File: src/rtl/plmem_lsu_if.sv
// Data-memory bus between the MEM-stage load/store unit and the data memory.
// Single outstanding request: the master raises req with we/addr/be/wdata and
// holds them until the slave answers with ack. For reads, rdata is valid in
// the ack cycle.
//   req    master->slave  request valid, held until ack
//   we     master->slave  1 = write
//   addr   master->slave  word-aligned byte address
//   be     master->slave  byte enables, bit i = byte lane i (little-endian)
//   wdata  master->slave  lane-replicated store data
//   ack    slave->master  write accepted / read data returned this cycle
//   rdata  slave->master  read data, valid with ack
interface plmem_lsu_if;
    logic        req;
    logic        we;
    logic [31:0] addr;
    logic [3:0]  be;
    logic [31:0] wdata;
    logic        ack;
    logic [31:0] rdata;

    modport master (output req, we, addr, be, wdata, input ack, rdata);
    modport slave  (input req, we, addr, be, wdata, output ack, rdata);
endinterface

File: src/rtl/plmem_lsu.sv
// plmem_lsu: memory-stage load/store unit of the pipelined CPU.
// Takes the effective address (malu), store data (mb) and writeback controls
// from EXE/MEM, performs one data-memory access at a time over the dmem bus,
// stalls the pipeline while the access is in flight and returns the aligned,
// extended load result on mmo.
//   clock, reset  clock and synchronous active-high reset
//   mvalid        MEM-stage instruction is valid
//   mm2reg/mwmem  load / store
//   mwreg         instruction writes a register
//   msize, msext  access size (00 word, 01 half, 10 byte, 11 word), sign-extend
//   malu, mb      effective byte address, store data
//   dmem          data-memory bus (master side)
//   mmo           load result for MEM/WB
//   mstall        hold PC, IF/ID, ID/EXE, EXE/MEM
//   mwreg_out     mwreg qualified by the error flags
//   maddr_err     misaligned access (combinational pulse in IDLE)
//   mbus_err      ack timeout (registered pulse in DONE)
module plmem_lsu #(
    parameter int TIMEOUT = 255
) (
    input  logic        clock,
    input  logic        reset,
    input  logic        mvalid,
    input  logic        mm2reg,
    input  logic        mwmem,
    input  logic        mwreg,
    input  logic [1:0]  msize,
    input  logic        msext,
    input  logic [31:0] malu,
    input  logic [31:0] mb,
    plmem_lsu_if.master dmem,
    output logic [31:0] mmo,
    output logic        mstall,
    output logic        mwreg_out,
    output logic        maddr_err,
    output logic        mbus_err
);
    localparam int CW = $clog2(TIMEOUT + 1);
    // The timeout fires in the REQ cycle where the counter would reach TIMEOUT,
    // so exactly TIMEOUT REQ cycles are spent without an ack.
    localparam logic [CW-1:0] CNT_LAST = CW'(TIMEOUT - 1);

    typedef enum logic [1:0] {IDLE, REQ, DONE} state_t;

    state_t         state_reg, state_next;
    logic [CW-1:0]  cnt_reg, cnt_next;
    logic           req_reg, req_next;
    logic           we_reg, we_next;
    logic [31:0]    addr_reg, addr_next;
    logic [3:0]     be_reg, be_next;
    logic [31:0]    wdata_reg, wdata_next;
    logic [1:0]     size_reg, size_next;
    logic [1:0]     lane_reg, lane_next;
    logic           sext_reg, sext_next;
    logic [31:0]    mmo_reg, mmo_next;
    logic           berr_reg, berr_next;

    // Request decode on the live EXE/MEM inputs
    logic        is_mem, is_half, is_byte, is_word, aligned, start;
    logic [3:0]  be_calc;
    logic [31:0] wdata_calc;

    assign is_mem  = mvalid & (mm2reg | mwmem);
    assign is_half = (msize == 2'b01);
    assign is_byte = (msize == 2'b10);
    assign is_word = ~is_half & ~is_byte;
    assign aligned = is_byte | (is_half & ~malu[0]) | (is_word & (malu[1:0] == 2'b00));
    assign start   = is_mem & aligned;

    for (genvar gi = 0; gi < 4; gi++) begin : g_lane
        localparam logic [1:0] LANE = 2'(gi);
        assign be_calc[gi] = is_word
                           | (is_half & (malu[1] == LANE[1]))
                           | (is_byte & (malu[1:0] == LANE));
    end

    assign wdata_calc = is_byte ? {4{mb[7:0]}} :
                        is_half ? {2{mb[15:0]}} : mb;

    // Load extraction uses the latched size/lane, not the live inputs
    logic [7:0]  byte_sel;
    logic [15:0] half_sel;
    logic [31:0] load_val;

    always_comb begin
        byte_sel = dmem.rdata[7:0];
        case (lane_reg)
            2'd1:    byte_sel = dmem.rdata[15:8];
            2'd2:    byte_sel = dmem.rdata[23:16];
            2'd3:    byte_sel = dmem.rdata[31:24];
            default: byte_sel = dmem.rdata[7:0];
        endcase
        half_sel = lane_reg[1] ? dmem.rdata[31:16] : dmem.rdata[15:0];
        case (size_reg)
            2'b01:   load_val = {{16{sext_reg & half_sel[15]}}, half_sel};
            2'b10:   load_val = {{24{sext_reg & byte_sel[7]}}, byte_sel};
            default: load_val = dmem.rdata;
        endcase
    end

    always_comb begin
        state_next = state_reg;
        cnt_next   = cnt_reg;
        req_next   = req_reg;
        we_next    = we_reg;
        addr_next  = addr_reg;
        be_next    = be_reg;
        wdata_next = wdata_reg;
        size_next  = size_reg;
        lane_next  = lane_reg;
        sext_next  = sext_reg;
        mmo_next   = 32'h0;
        berr_next  = 1'b0;
        mstall     = 1'b0;
        maddr_err  = 1'b0;

        case (state_reg)
            IDLE: begin
                maddr_err = is_mem & ~aligned;
                mstall    = start;
                if (start) begin
                    state_next = REQ;
                    cnt_next   = '0;
                    req_next   = 1'b1;
                    we_next    = mwmem;
                    addr_next  = {malu[31:2], 2'b00};
                    be_next    = be_calc;
                    wdata_next = wdata_calc;
                    size_next  = msize;
                    lane_next  = malu[1:0];
                    sext_next  = msext;
                end
            end
            REQ: begin
                mstall = 1'b1;
                if (dmem.ack) begin
                    state_next = DONE;
                    req_next   = 1'b0;
                    mmo_next   = we_reg ? 32'h0 : load_val;
                end else if (cnt_reg == CNT_LAST) begin
                    state_next = DONE;
                    req_next   = 1'b0;
                    cnt_next   = cnt_reg + 1'b1;
                    berr_next  = 1'b1;
                end else begin
                    cnt_next = cnt_reg + 1'b1;
                end
            end
            DONE: begin
                state_next = IDLE;
            end
            default: begin
                state_next = IDLE;
                req_next   = 1'b0;
            end
        endcase
    end

    always_ff @(posedge clock) begin
        if (reset) begin
            state_reg <= IDLE;
            cnt_reg   <= '0;
            req_reg   <= 1'b0;
            we_reg    <= 1'b0;
            addr_reg  <= 32'h0;
            be_reg    <= 4'h0;
            wdata_reg <= 32'h0;
            size_reg  <= 2'b00;
            lane_reg  <= 2'b00;
            sext_reg  <= 1'b0;
            mmo_reg   <= 32'h0;
            berr_reg  <= 1'b0;
        end else begin
            state_reg <= state_next;
            cnt_reg   <= cnt_next;
            req_reg   <= req_next;
            we_reg    <= we_next;
            addr_reg  <= addr_next;
            be_reg    <= be_next;
            wdata_reg <= wdata_next;
            size_reg  <= size_next;
            lane_reg  <= lane_next;
            sext_reg  <= sext_next;
            mmo_reg   <= mmo_next;
            berr_reg  <= berr_next;
        end
    end

    assign dmem.req   = req_reg;
    assign dmem.we    = we_reg;
    assign dmem.addr  = addr_reg;
    assign dmem.be    = be_reg;
    assign dmem.wdata = wdata_reg;
    assign mmo        = mmo_reg;
    assign mbus_err   = berr_reg;
    assign mwreg_out  = mwreg & ~maddr_err & ~berr_reg;
endmodule

File: src/flat_wrapper.sv
// flat-port wrapper written by rule: the top's interface ports become plain ports
module plmem_lsu_flat 
#(
    parameter int TIMEOUT = 255
)
  (clock, reset, mvalid, mm2reg, mwmem, mwreg, msize, msext, malu, mb, mmo, mstall, mwreg_out, maddr_err, mbus_err, dmem_req, dmem_we, dmem_addr, dmem_be, dmem_wdata, dmem_ack, dmem_rdata);
  plmem_lsu_if dmem_i ();
  input  logic clock;
  input  logic reset;
  input  logic mvalid;
  input  logic mm2reg;
  input  logic mwmem;
  input  logic mwreg;
  input  logic [1:0] msize;
  input  logic msext;
  input  logic [31:0] malu;
  input  logic [31:0] mb;
  output logic [31:0] mmo;
  output logic mstall;
  output logic mwreg_out;
  output logic maddr_err;
  output logic mbus_err;
  output wire logic [$bits(dmem_i.req)-1:0] dmem_req;
  output wire logic [$bits(dmem_i.we)-1:0] dmem_we;
  output wire logic [$bits(dmem_i.addr)-1:0] dmem_addr;
  output wire logic [$bits(dmem_i.be)-1:0] dmem_be;
  output wire logic [$bits(dmem_i.wdata)-1:0] dmem_wdata;
  input wire logic [$bits(dmem_i.ack)-1:0] dmem_ack;
  input wire logic [$bits(dmem_i.rdata)-1:0] dmem_rdata;
  assign dmem_req = dmem_i.req;
  assign dmem_we = dmem_i.we;
  assign dmem_addr = dmem_i.addr;
  assign dmem_be = dmem_i.be;
  assign dmem_wdata = dmem_i.wdata;
  assign dmem_i.ack = dmem_ack;
  assign dmem_i.rdata = dmem_rdata;
  plmem_lsu #(.TIMEOUT(TIMEOUT)) u_core (.clock(clock), .reset(reset), .mvalid(mvalid), .mm2reg(mm2reg), .mwmem(mwmem), .mwreg(mwreg), .msize(msize), .msext(msext), .malu(malu), .mb(mb), .dmem(dmem_i), .mmo(mmo), .mstall(mstall), .mwreg_out(mwreg_out), .maddr_err(maddr_err), .mbus_err(mbus_err));
endmodule
File: config.mk
export PLATFORM = sky130hd
export DESIGN_NAME = plmem_lsu_flat
export DESIGN_NICKNAME = d
export VERILOG_FILES = /design/src/rtl/plmem_lsu_if.sv /design/src/rtl/plmem_lsu.sv /design/src/flat_wrapper.sv
export SDC_FILE = /design/constraint.sdc
export NUM_CORES = 1
export LEC_CHECK = 0
export CAP_MARGIN = 10
export CELL_PAD_IN_SITES_DETAIL_PLACEMENT = 1
export CELL_PAD_IN_SITES_GLOBAL_PLACEMENT = 1
export CORE_ASPECT_RATIO = 1.2
export CORE_MARGIN = 1
export CORE_UTILIZATION = 50
export DETAILED_ROUTE_END_ITERATION = 16
export DONT_BUFFER_PORTS = 1
export GPL_ROUTABILITY_DRIVEN = 1
export PLACE_DENSITY_LB_ADDON = 0.1
export SYNTH_ARGS = -nofsm -noshare
export SYNTH_HDL_FRONTEND = slang
export SYNTH_SLANG_ARGS = --single-unit
File: constraint.sdc
create_clock -name clock -period 5.3 [get_ports clock]
set_clock_uncertainty 0.15 [all_clocks]
set_input_delay 1.06 -clock clock [delete_from_list [all_inputs] [get_ports clock]]
set_output_delay 1.06 -clock clock [all_outputs]
set_load 0.005 [all_outputs]
---- After elaboration in Yosys (flattened, before gate mapping) ----
Cells that the tools add are included.
W data, S select, Z words.
storage, ports and cells
  register bits ........................... 116
  input bits .............................. 106
  output and inout bits ................... 106
operators by class
  muxes and demuxes ....................... 19
  reductions and logical operators ........ 9
  bitwise logic cells ..................... 35
  equal/unequal tests ..................... 16
  add/sub/neg operators ................... 1
operator list
  operator               count
  $mux W32               2
  $pmux W32 S2           1
  $pmux W8 S3            1
  $and A1 B1 Y1          16
  $mux W16               1
  $mux W8                2
  $pmux W8 S2            1
  $eq A2 B2 Y1 const B   7
  $eq A2 B1 Y1 const B   5
  $not A1 Y1             10
  $or A1 B1 Y1           9
  $add A8 B1 Y8 const B  1
  $eq A8 B8 Y1 const B   1
  $mux W2                3
  $reduce_and A3 Y1      2
  $mux W1                5
  $logic_not A2 Y1       2
  $pmux W2 S2            1
  $reduce_and A2 Y1      2
  $reduce_or A4 Y1       1
  $ne A3 B2 Y1 const B   1
  $pmux W1 S3            1
  $reduce_or A3 Y1       1
  $ne A2 B1 Y1 const B   1
  other kinds (3)        3

---- Logic depth before layout (Yosys ltp) ----
  word-level depth ........................ 11
  mapped depth ............................ 9

---- Worst setup path before layout ----
Ideal clock, no wire load.
  kind .................................... input -> output
  start ................................... input msize[0]
  end ..................................... output mwreg_out
  path slack .............................. 1,862 ps
  cell stages on the path ................. 7
  arrival time ............................ 2,228 ps
  path buffers ............................ 1
  data required time ...................... 4,090 ps
  cell sequence ........................... inv_1 > ha_1 > nor2b_1 > o21bai_1 > buf_2 > nor3b_1 > nor3b_1
on the way
  word-level cells in the longest chain between the ends .. 11
RTL lines
  what                                                 RTL line                          source
  from (decl)                                          flat_wrapper.sv:14                input logic [1:0] msize;
  $eq A2 B1 Y1 / $eq A2 B2 Y1 (equally long branches)  plmem_lsu.sv:64, plmem_lsu.sv:65
  $not A1 Y1                                           plmem_lsu.sv:66                   assign is_word = ~is_half & ~is_byte;
  $and A1 B1 Y1                                        plmem_lsu.sv:66
  $and A1 B1 Y1                                        plmem_lsu.sv:67                   assign aligned = is_byte | (is_half & ~malu[0]) | (is_word & (malu[1:0] == 2'b00));
  $or A1 B1 Y1 (*)                                     plmem_lsu.sv:67
  $not A1 Y1 (*)                                       plmem_lsu.sv:119                  maddr_err = is_mem & ~aligned;
  $and A1 B1 Y1 (*)                                    plmem_lsu.sv:119
  $mux W1 (*)                                          plmem_lsu.sv:117                  case (state_reg)
  net maddr_err                                        flat_wrapper.sv:21                output logic maddr_err;
  $not A1 Y1 (*)                                       plmem_lsu.sv:196                  assign mwreg_out = mwreg & ~maddr_err & ~berr_reg;
  $and A1 B1 Y1 (*) (2 in series)                      plmem_lsu.sv:196
  to (decl)                                            flat_wrapper.sv:20                output logic mwreg_out;
Mark *: on every way through the listed nets, which the timed path passes. The rest lies on a longest branch.

---- Worst setup path in the final report ----
  start ................................... input msize[1]
  end ..................................... output mwreg_out
Same word-level chain as after synthesis.

==> flow_metrics.py <==
metrics = {
    "synth": {
        "synthTopCellsByArea": "dfxtp_1 41%, nand2b_1 12%, mux2i_1 12%",
        "synth.largest_area_cell": "dfxtp_1",
        "ys_types": 45,
        "synth_area_per_cell_um2": 9.06,
        "syn_inst": 629,
        "synth_ff_type": "dfxtp_1",
        "yosys.area.top_type_share_pct": 40.7,
        "yosysWarnings": 0,
        "syn-cell-area_um2": 5700,
        "synth-edff-count": 0,
        "synth-async-reset-ratio_pct": 0,
        "ys_seq_area_share_pct": 40.7,
        "ys_ff_latch": 116,
    },
    "grt": {
        "grt_pass1_vias": 4664,
        "grt_overflow": 0,
        "antenna_found_initial": 0,
        "grt_max_degree": 151,
        "grt_pass1_wl_mm": 24.2,
        "grt_usage_pct": 26.2,
    },
    "cells_and_area": {
        "final_nets": 718,
        "antenna_cells": 0,
        "syn_to_final_growth_pct": 11.6,
        "fin_area_um2": 6360,
        "n_fill_cell": 1262,
        "drive_gt1_share_pct": 11.6,
    },
    "critical_path": {
        "start_kind": "input port",
        "endpoint_kind": "output pin",
        "critPathRequiredTime_ns": 4.09,
        "worstPathMaxFanout": 20,
        "crit_arrival_ns": 2.35,
        "path_class": "input port to output pin",
    },
    "cts": {
        "h-tree-depth": 4,
        "post_cts_buffers": 0,
        "clock_latency_ns": 0.41,
        "cts_resized": 0,
        "clk_pin_slew_ns": 0.05,
        "clock-sinks": 116,
        "clock_path_buffers": 2,
        "hold_buffers": 0,
        "numCtsBuffers": 17,
        "cts_tree": "built",
        "ctsRootBufferMaster": "clkbuf_16",
    },
    "place": {
        "portBuffers": 0,
        "postPlaceCellArea_um2": 5730,
        "gp_congestion": 0.783,
        "dp_worst_setup_slack_ns": 1.73,
        "hpwl_mm": 10.4,
    },
    "floorplanning": {
        "row_count": 42,
        "dieArea_um2": 11800,
        "start_util_pct": 51.4,
        "core_um2": 11100,
        "fp.dieW_um": 99.5,
        "io_pins": 212,
        "die_y_um": 119,
    },
    "drt": {
        "drtIter0Drc": 176,
        "vias": 4330,
        "wl_mm": 14.9,
        "drcViolationCount": 0,
        "avgViaCountPerCell": 5.60,
        "drtAntennaViolNets": 0,
        "firstDrtPassIters": 4,
        "wl_per_cell_um": 19.3,
    },
    "timing": {
        "finalHoldViolCount": 0,
        "slew_headroom_pct": 33.7,
        "period_share_pct": 67.1,
        "setup_ws_ns": 1.74,
        "drv_slew": 0,
        "final.setup.tns_ns": 0,
        "tightest_slew_ns": 0.993,
        "rsz0062_at_grt": "false",
        "period_minus_slack_ns": 3.56,
        "fmax_ghz": 0.281,
        "setup_viol": 0,
        "hold_slack_ns": 0.322,
    },
    "flow_run": {
        "cap_violations": 0,
    },
    "power_and_ir_drop": {
        "p_per_area_nw_per_um2": 370,
        "power_leakage_uw": 0.00241,
        "ir_worst_vdd_v": 0.000242,
        "power_uw": 2360,
    },
    "status": {
        "outcome": "completed",
    },
    "worst_hold_path": {
        "hold_path_class": "register to register",
    },
}
==> per-layer routing <==
| metal | part of all wire, % | track usage (%) |
|---|---|---|
| met1 | 39 | 28.6 |
| met2 | 51 | 46.2 |
| met3 | 7.8 | 9.27 |
| met4 | 2.2 | 9.74 |
| met5 | 0 | 0 |
==> cell usage after synthesis, types with 2 or more instances <==
| cell | n |
|---|---|
| a211oi_1 | 17 |
| a211oi_2 | 6 |
| a21oi_1 | 41 |
| a221oi_1 | 2 |
| a221oi_2 | 6 |
| and2_1 | 2 |
| buf_2 | 15 |
| buf_4 | 6 |
| buf_6 | 3 |
| clkbuf_1 | 27 |
| dfxtp_1 | 116 |
| ha_1 | 6 |
| inv_1 | 33 |
| mux2_2 | 14 |
| mux2i_1 | 66 |
| nand2_1 | 42 |
| nand2b_1 | 108 |
| nand3_1 | 3 |
| nand4_1 | 3 |
| nor2_1 | 10 |
| nor2b_1 | 28 |
| nor3_1 | 10 |
| nor3_2 | 2 |
| nor3b_1 | 3 |
| o21ai_0 | 27 |
| o21bai_1 | 3 |
| o22ai_1 | 6 |
| or3_1 | 2 |
| xor2_1 | 6 |
==> layout make-up <==
cell class | instances | area, µm² | area share (%)
Clock buffer | 20 | 457 | 7.18
Timing Repair Buffer | 8 | 72.6 | 1.14
Tap cell | 154 | 193 | 3.03
Multi-Input combinational cell | 429 | 3010 | 47.3
Sequential cell | 116 | 2320 | 36.5
Inverter | 34 | 128 | 2.01
Clock inverter | 12 | 179 | 2.81
==> worst paths after layout <==
check                        startpoint                    end  slack, ns  depth (start not counted)
setup reg to reg     u_core.lane_reg[1]         u_core.mmo[21]       2.87                          4
hold / removal    u_core.dmem.wdata[10]  u_core.dmem.wdata[10]       0.32                          2
hold reg to reg   u_core.dmem.wdata[10]  u_core.dmem.wdata[10]       0.32                          2
setup / recovery               msize[1]              mwreg_out       1.74                          7
==> report_power, final <==
part	switching (µW)	internal (µW)
Clock	413	812
Sequential	31.0	907
Combinational	104	88.6
Total	548	1810
==> cells in the final DEF (no fill, tap or decap), types with 2 or more instances in the layout <==
master and count:
a221oi_1 2, o21ai_0 27, ha_1 6, xor2_1 6, clkinv_2 2, nand3_1 3
nor2b_1 28, nor3_2 2, a211oi_2 6, nand2_1 42, clkinv_4 3, a221oi_2 6
o21bai_1 3, nand2b_1 108, o22ai_1 6, bufinv_16 4, clkbuf_16 17, clkinvlp_4 3
or3_1 2, nand4_1 3, mux2i_1 66, a21oi_1 40, conb_1 2, dfxtp_1 116
and2_1 2, nor3_1 10, inv_1 33, mux2_2 14, buf_4 7, clkbuf_8 2
nor3b_1 3, a211oi_1 17, nor2_1 10
==> worst max-delay path: stages <==
cell and delay [ns]:
inv_1 0.02, ha_1 0.16, buf_4 0.21, o21bai_1 0.17, buf_4 0.21, nor3b_1 0.39
nor3b_1 0.13
==> per-stage QoR <==
stage,util (%),cells
after global placement,51.6,741
after CTS,57.4,773
after floorplan,-,630
after global routing,57.4,773
after detailed placement,51.6,741
final,57.4,773
==> cells by family after synthesis <==
kind of cell | synth area share, %
flip-flops | 40.7
buffers and inverters | 6.72
XOR/XNOR | 0.922
adder cells (fa/ha/maj) | 1.32
AO/OA/AOI/OAI | 13.5
AND/OR/NAND/NOR | 22.0
other | 0.0658
multiplexers | 14.7
Power figures use the tool's default switching activity.
